## src/rtl/modn_detector.sv

```systemverilog
// Serial divisibility-by-N detector: flags when the accepted bit stream is a multiple of N.
// Optional LSB-first mode compiled in with `define MODN_LSB_FIRST_EN.
module modn_detector #(
    parameter int N  = 3,
    parameter int CW = 8,
    localparam int RW = (N > 2) ? $clog2(N) : 1
) (
    input  logic          clk,
    input  logic          reset,
    input  logic          clear,
    input  logic          in_valid,
    input  logic          in,
`ifdef MODN_LSB_FIRST_EN
    input  logic          lsb_first,
`endif
    output logic          out,
    output logic          out_valid,
    output logic [RW-1:0] rem,
    output logic [CW-1:0] bit_count
);

    localparam logic [RW:0]   NV   = (RW+1)'(N);
    localparam logic [CW-1:0] CMAX = '1;

    logic [RW-1:0] rem_base;
    logic [RW-1:0] rem_next;
    logic [RW:0]   msb_sum;
    logic [RW:0]   msb_red;
    logic [CW-1:0] cnt_base;
    logic [CW-1:0] cnt_next;

`ifdef MODN_LSB_FIRST_EN
    logic [RW-1:0] weight;
    logic          lsb_mode;
    logic [RW-1:0] w_base;
    logic [RW-1:0] w_next;
    logic          mode;
    logic [RW:0]   lsb_sum;
    logic [RW:0]   lsb_red;
    logic [RW:0]   w_dbl;
    logic [RW:0]   w_red;
`endif

    // Both operands of each sum are < N, so a single conditional subtract reduces mod N.
    always_comb begin
        rem_base = clear ? '0 : rem;
        msb_sum  = {rem_base, in};
        msb_red  = (msb_sum >= NV) ? msb_sum - NV : msb_sum;
        cnt_base = clear ? '0 : bit_count;
        cnt_next = (cnt_base == CMAX) ? cnt_base : cnt_base + 1'b1;
`ifdef MODN_LSB_FIRST_EN
        w_base   = clear ? RW'(1) : weight;
        mode     = clear ? lsb_first : lsb_mode;
        lsb_sum  = {1'b0, rem_base} + (in ? {1'b0, w_base} : '0);
        lsb_red  = (lsb_sum >= NV) ? lsb_sum - NV : lsb_sum;
        w_dbl    = {w_base, 1'b0};
        w_red    = (w_dbl >= NV) ? w_dbl - NV : w_dbl;
        w_next   = w_red[RW-1:0];
        rem_next = mode ? lsb_red[RW-1:0] : msb_red[RW-1:0];
`else
        rem_next = msb_red[RW-1:0];
`endif
    end

    always_ff @(posedge clk or posedge reset) begin
        if (reset) begin
            rem       <= '0;
            out       <= 1'b0;
            out_valid <= 1'b0;
            bit_count <= '0;
`ifdef MODN_LSB_FIRST_EN
            weight    <= RW'(1);
            lsb_mode  <= 1'b0;
`endif
        end else if (in_valid) begin
            rem       <= rem_next;
            out       <= (rem_next == '0);
            out_valid <= 1'b1;
            bit_count <= cnt_next;
`ifdef MODN_LSB_FIRST_EN
            weight    <= w_next;
            lsb_mode  <= mode;
`endif
        end else begin
            out_valid <= 1'b0;
            if (clear) begin
                rem       <= '0;
                out       <= 1'b0;
                bit_count <= '0;
`ifdef MODN_LSB_FIRST_EN
                weight    <= RW'(1);
                lsb_mode  <= lsb_first;
`endif
            end
        end
    end

endmodule

```

## config.mk

```make
export PLATFORM = sky130hd
export DESIGN_NAME = modn_detector
export DESIGN_NICKNAME = d
export VERILOG_FILES = /design/src/rtl/modn_detector.sv
export SDC_FILE = /design/constraint.sdc
export NUM_CORES = 1
export LEC_CHECK = 0
export ABC_CLOCK_PERIOD_IN_PS = 1500
export CAP_MARGIN = 20
export CELL_PAD_IN_SITES_DETAIL_PLACEMENT = 0
export CELL_PAD_IN_SITES_GLOBAL_PLACEMENT = 1
export CORE_UTILIZATION = 40
export CTS_CLUSTER_DIAMETER = 100
export DETAILED_ROUTE_END_ITERATION = 16
export DONT_BUFFER_PORTS = 1
export HOLD_SLACK_MARGIN = 0.12
export PLACE_DENSITY_LB_ADDON = 0.2
export SYNTH_ARGS = -nofsm -noshare
export SYNTH_HDL_FRONTEND = slang
export SYNTH_SLANG_ARGS = --single-unit
```

## constraint.sdc

```tcl
create_clock -name clk -period 1.5 [get_ports clk]
set_clock_uncertainty 0.1 [all_clocks]
set_input_delay 0.375 -clock clk [delete_from_list [all_inputs] [get_ports clk]]
set_output_delay 0.375 -clock clk [all_outputs]
set_load 0.03 [all_outputs]
```

== Yosys cells after proc, flatten, opt, wreduce, memory -nomap -nowiden ==
Cells that the tools add are included.
Widths: inputs -> output; s select.

* Bits in registers: 12
* Input port bits: 5
* Output and inout bits: 12

* Add/sub/neg operators: 2
* Magnitude comparators: 1
* Equality and inequality tests: 1
* Muxes and demuxes: 9
* Reduce and logical (&&, ||, !) cells: 2

{| class="wikitable"
|+ Operator list
! kind !! number
|-
| $mux 8 || 3
|-
| $add 8x1->8 const B || 1
|-
| $eq 8x8->1 const B || 1
|-
| $mux 2 || 3
|-
| $ge 3x2->1 const B || 1
|-
| $mux 1 || 3
|-
| $logic_not 2->1 || 1
|-
| $reduce_bool 2->1 || 1
|-
| $sub 2x2->2 const B || 1
|}

== Depth between registers and ports, before layout ==
* Word-level depth: 5
* Mapped depth: 6
* Depth with buffers taken out: 5

== Worst setup path after synthesis ==
OpenSTA, ideal clock, no wires.

* Path kind: flip-flop to flip-flop
* From: reg bit_count[0]
* To: reg bit_count[1]
* Library setup time: 0.125 ns
* Arrival time: 1.623 ns
* Data required time: 1.275 ns
* Path slack: -0.349 ns
* Cell stages (with the launch flop): 6
* Path buffers: 0
* Clock period less this slack: 1.849 ns
* Cell sequence: dfrtp_1 > nor2b_1 > ha_1 > and4_1 > a21o_1 > mux2_4

* Word-level cells in the longest chain between the ends: 4
* Elaborated cells between the ends (all ways): 5
* Classes of those cells: 1 x add/sub; 1 x eq/ne; 3 x mux

{| class="wikitable"
|+ Ends and longest elaborated chain
! item !! line !! source
|-
| from (decl) || 19 || <nowiki>output logic [CW-1:0] bit_count</nowiki>
|-
| from (signal assigned) || 79 || <nowiki>bit_count <= cnt_next;</nowiki>
|-
| $mux 8 (*) || - ||
|-
| $add 8x1->8 or $eq 8x8->1 (tied branches) || 50 || <nowiki>cnt_next = (cnt_base == CMAX) ? cnt_base : cnt_base + 1'b1;</nowiki>
|-
| $mux 8 (*) || 50 ||
|-
| $mux 8 (*) || 75 || <nowiki>end else if (in_valid) begin</nowiki>
|}

Every way passes the cells marked *; elsewhere a longest branch is shown, timed or not.
A chain may end at the register's enable or synchronous reset.

== Worst setup path in the final report ==
Ends and elaborated chain as after synthesis.

==> results_dict.tcl <==
set metrics [dict create \
    coreArea_sq_um 1580 \
    postSynthCellCount 72 \
    hold_start "in_valid" \
    utilization_pct 64.0 \
    finalNonFillerCells 108 \
    route.detailed.drc 3 \
    synthDistinctLibCells 31 \
    startpoint_type "register" \
    hold_path_class "input pin to register" \
    grt_util_all_layers_pct 21.9 \
    post-route-min-period_ps 1580 \
    finalCritPeriodShare_pct 105 \
    hold_end "rem[1]" \
    final-hold-violation-count 0 \
    drtIter0Drc 13 \
    ys_seq_area_share_pct 42.9 \
    netlist_area_sq_um 699 \
    required_ps 1570 \
    wirelength_met1_microns 792 \
    grt_max_degree 13 \
    grt_first_pass_wirelength_microns 2970 \
    overflow 0 \
    wl_per_cell_microns 16.9 \
    p_leak_nw 0.442 \
    placed_cell_area_sq_um 878 \
    syn_area_per_cell_sq_um 9.71 \
    setup_viol 3 \
    io_buffers 0 \
    cts_buffers 3 \
    dp.cells 101 \
    ctsHtreeMaxLevel 1 \
    drv_cap 0 \
    grt_setup_unrepaired "true" \
    synth.yosys.warnings 0 \
    clkTransAtPathRegs_ps 70 \
    worstReg2RegEnd "bit_count[1]" \
    grt_pass1_vias 632 \
    p_per_area_nw_per_um2 753 \
    fin_nets 100 \
    io_pins 17 \
    rrSetupSlack_ps -80 \
    antenna_found_initial 0 \
    clockBufferDepth 2 \
    critPathSlowestCell "dfrtp_2" \
    vias 639 \
    crit_path_end_kind "register" \
    outcome "complete, but fails checks" \
    place_congestion 0.733 \
    dieArea_sq_um 1920 \
    cts.sinks 12 \
    slew_headroom_pct 69.2 \
    crit_family "simple AND/OR/NAND/NOR gates" \
    finalMaxSlewViolations 0 \
    dpl.hpwl_microns 1270 \
    cp_slowest_stage_delay_ps 360 \
    crit_fanout 3 \
    ant_nets 0 \
    fmax_mhz 635 \
    root_buffer "clkbuf_4" \
    layout-drive-gt1-share_pct 46.7 \
    met2_length_microns 819 \
    worst_pin_slew_ps 462 \
    holdPathStages 1 \
    antenna_cells 0 \
    cp_data_arrival_time_ps 1650 \
    std_cell_rows 14 \
    violations "design-rule violations, negative setup slack" \
    crit_buf_inv 0 \
    ys_ff_latch 12 \
    routed_wl_microns 1820 \
    die_x_microns 43.8 \
    highest_layer "met4" \
    rr_worst_depth 5 \
    fp.dieH_microns 43.8 \
    design_area_sq_um 1010 \
    initial_core_util_pct 44.4 \
    dr_wl_met3_microns 154 \
    syn_nets 79 \
    setup_ws_ps -75.8 \
    worstPathCellList "nor2b_4 -> ha_4 -> and4_4 -> a21o_1 -> mux2_4" \
    syn_to_final_growth_pct 44.4 \
    tns_ps -126 \
    r2r-start "bit_count[0]" \
    vdd_drop_max_mv 0.472 \
    cts_tree "built" \
    insertion_delay_ps 280 \
    path_class "register to register" \
    viasPerCell 5.92 \
    firstDrtPassIters 10 \
]
==> what timing repair did <==
item	in CTS	in global routing
endpoints found under the hold margin	18	0
pin swaps	4	8
hold buffers	3	0
setup buffers	0	0
endpoints found under the setup margin	6	9
gates resized for setup	5	11
==> state kept, by name, summed over array words and instances (netlist names) <==
| register | cells |
|---|---|
| bit_count | 8 |
| rem | 2 |
| out | 1 |
| out_valid | 1 |
==> cell usage in the layout (no fill, tap or decap), types with 2 or more instances in the layout <==
master,netlist,final
nand2b_1,2,2
nand2_1,2,2
clkbuf_4,0,3
nand4_1,3,3
nor2b_4,0,3
dlygate4sd3_1,0,3
dfrtp_1,12,9
a21oi_1,7,5
inv_1,5,5
ha_4,0,2
a311oi_2,0,2
buf_4,0,16
nor2_1,3,2
nor2b_1,6,3
and3_1,2,2
a21oi_2,0,2
nor3b_2,0,2
mux2_4,1,2
dfrtp_2,0,3
==> worst reg2reg max path: stages (launching register included) <==
cell and delay (ps):
dfrtp_2 360, nor2b_4 170, ha_4 150, and4_4 230
a21o_1 160, mux2_4 300
==> layer usage <==
metal,global-route usage [%],up-vias
met5,0,-
met4,11.3,0
met3,9.17,7
met2,32.2,21
met1,27.2,305
li1,-,306
==> cell families (layout without fill, tap and decap cells) <==
kind of cell	Yosys count	in the layout	share of synthesized area (%)
and+or+nand+nor	25	25	21.6
AOI/OAI and AO/OA	21	21	21.3
DFF	12	12	42.9
buffers and inverters	9	29	5.55
adders and majority gates	2	2	3.58
muxes	2	2	3.76
xor gates and xnor gates	1	1	1.25
==> report_power, final <==
part           internal (mW)  switching (mW)  leakage (nW)
Combinational         0.0881          0.0919         0.273
Clock                  0.103           0.112        0.0150
Sequential             0.344          0.0212         0.155
==> stage by stage <==
stage	hold slack (ps)	setup WS [ps]	total power, mW
CTS	139	-74.9	0.757
finish	144	-75.8	0.760
global route	133	-130	0.801
detailed placement	199	-99.2	0.534
floorplan	139	-186	0.492
global placement	198	-57.5	0.531
==> synthesized netlist by cell type <==
library cell  count  area share, %
o21ba_2           1            1.4
mux2_1            1            1.6
and3_1            2            1.8
a21oi_1           7            5.0
a22o_1            1            1.3
a31o_1            1            1.3
nor3b_1           2            2.1
xnor2_1           1            1.3
dfrtp_1          12             43
nand2b_1          2            1.8
a211oi_1          1            1.1
nor2_1            3            1.6
nand2_1           2            1.1
buf_2             4            2.9
nor2b_1           6            5.4
nand4_1           3            2.7
o2111a_1          1            1.6
ha_1              2            3.6
and4_1            1            1.3
a311oi_1          3            3.8
mux2_4            1            2.1
a41oi_1           1            1.3
a21o_1            1            1.1
and4b_1           1            1.4
o21ai_0           1           0.71
a31oi_1           2            1.8
inv_1             5            2.7
nor3_1            1           0.71
and2_1            1           0.90
or3_1             1           0.90
o211ai_1          1            1.1
==> layout make-up <==
cell class	instances	area, sq um
Clock buffer	4	26.3
Fill cell	140	567
Inverter	5	18.8
Multi-Input combinational cell	51	479
Sequential cell	12	304
Tap cell	16	20.0
Timing Repair Buffer	20	161
==> how the worst max path moves through the flow <==
stage                 startpoint  cells after the start      endpoint
floorplan                  clear                      6  bit_count[1]
detailed placement  bit_count[1]                      5  bit_count[3]
CTS                 bit_count[1]                      5  bit_count[1]
global placement    bit_count[1]                      5  bit_count[3]
finish              bit_count[0]                      5  bit_count[1]
global route        bit_count[1]                      5  bit_count[1]
No activity file was read; power rests on OpenSTA's default activity.
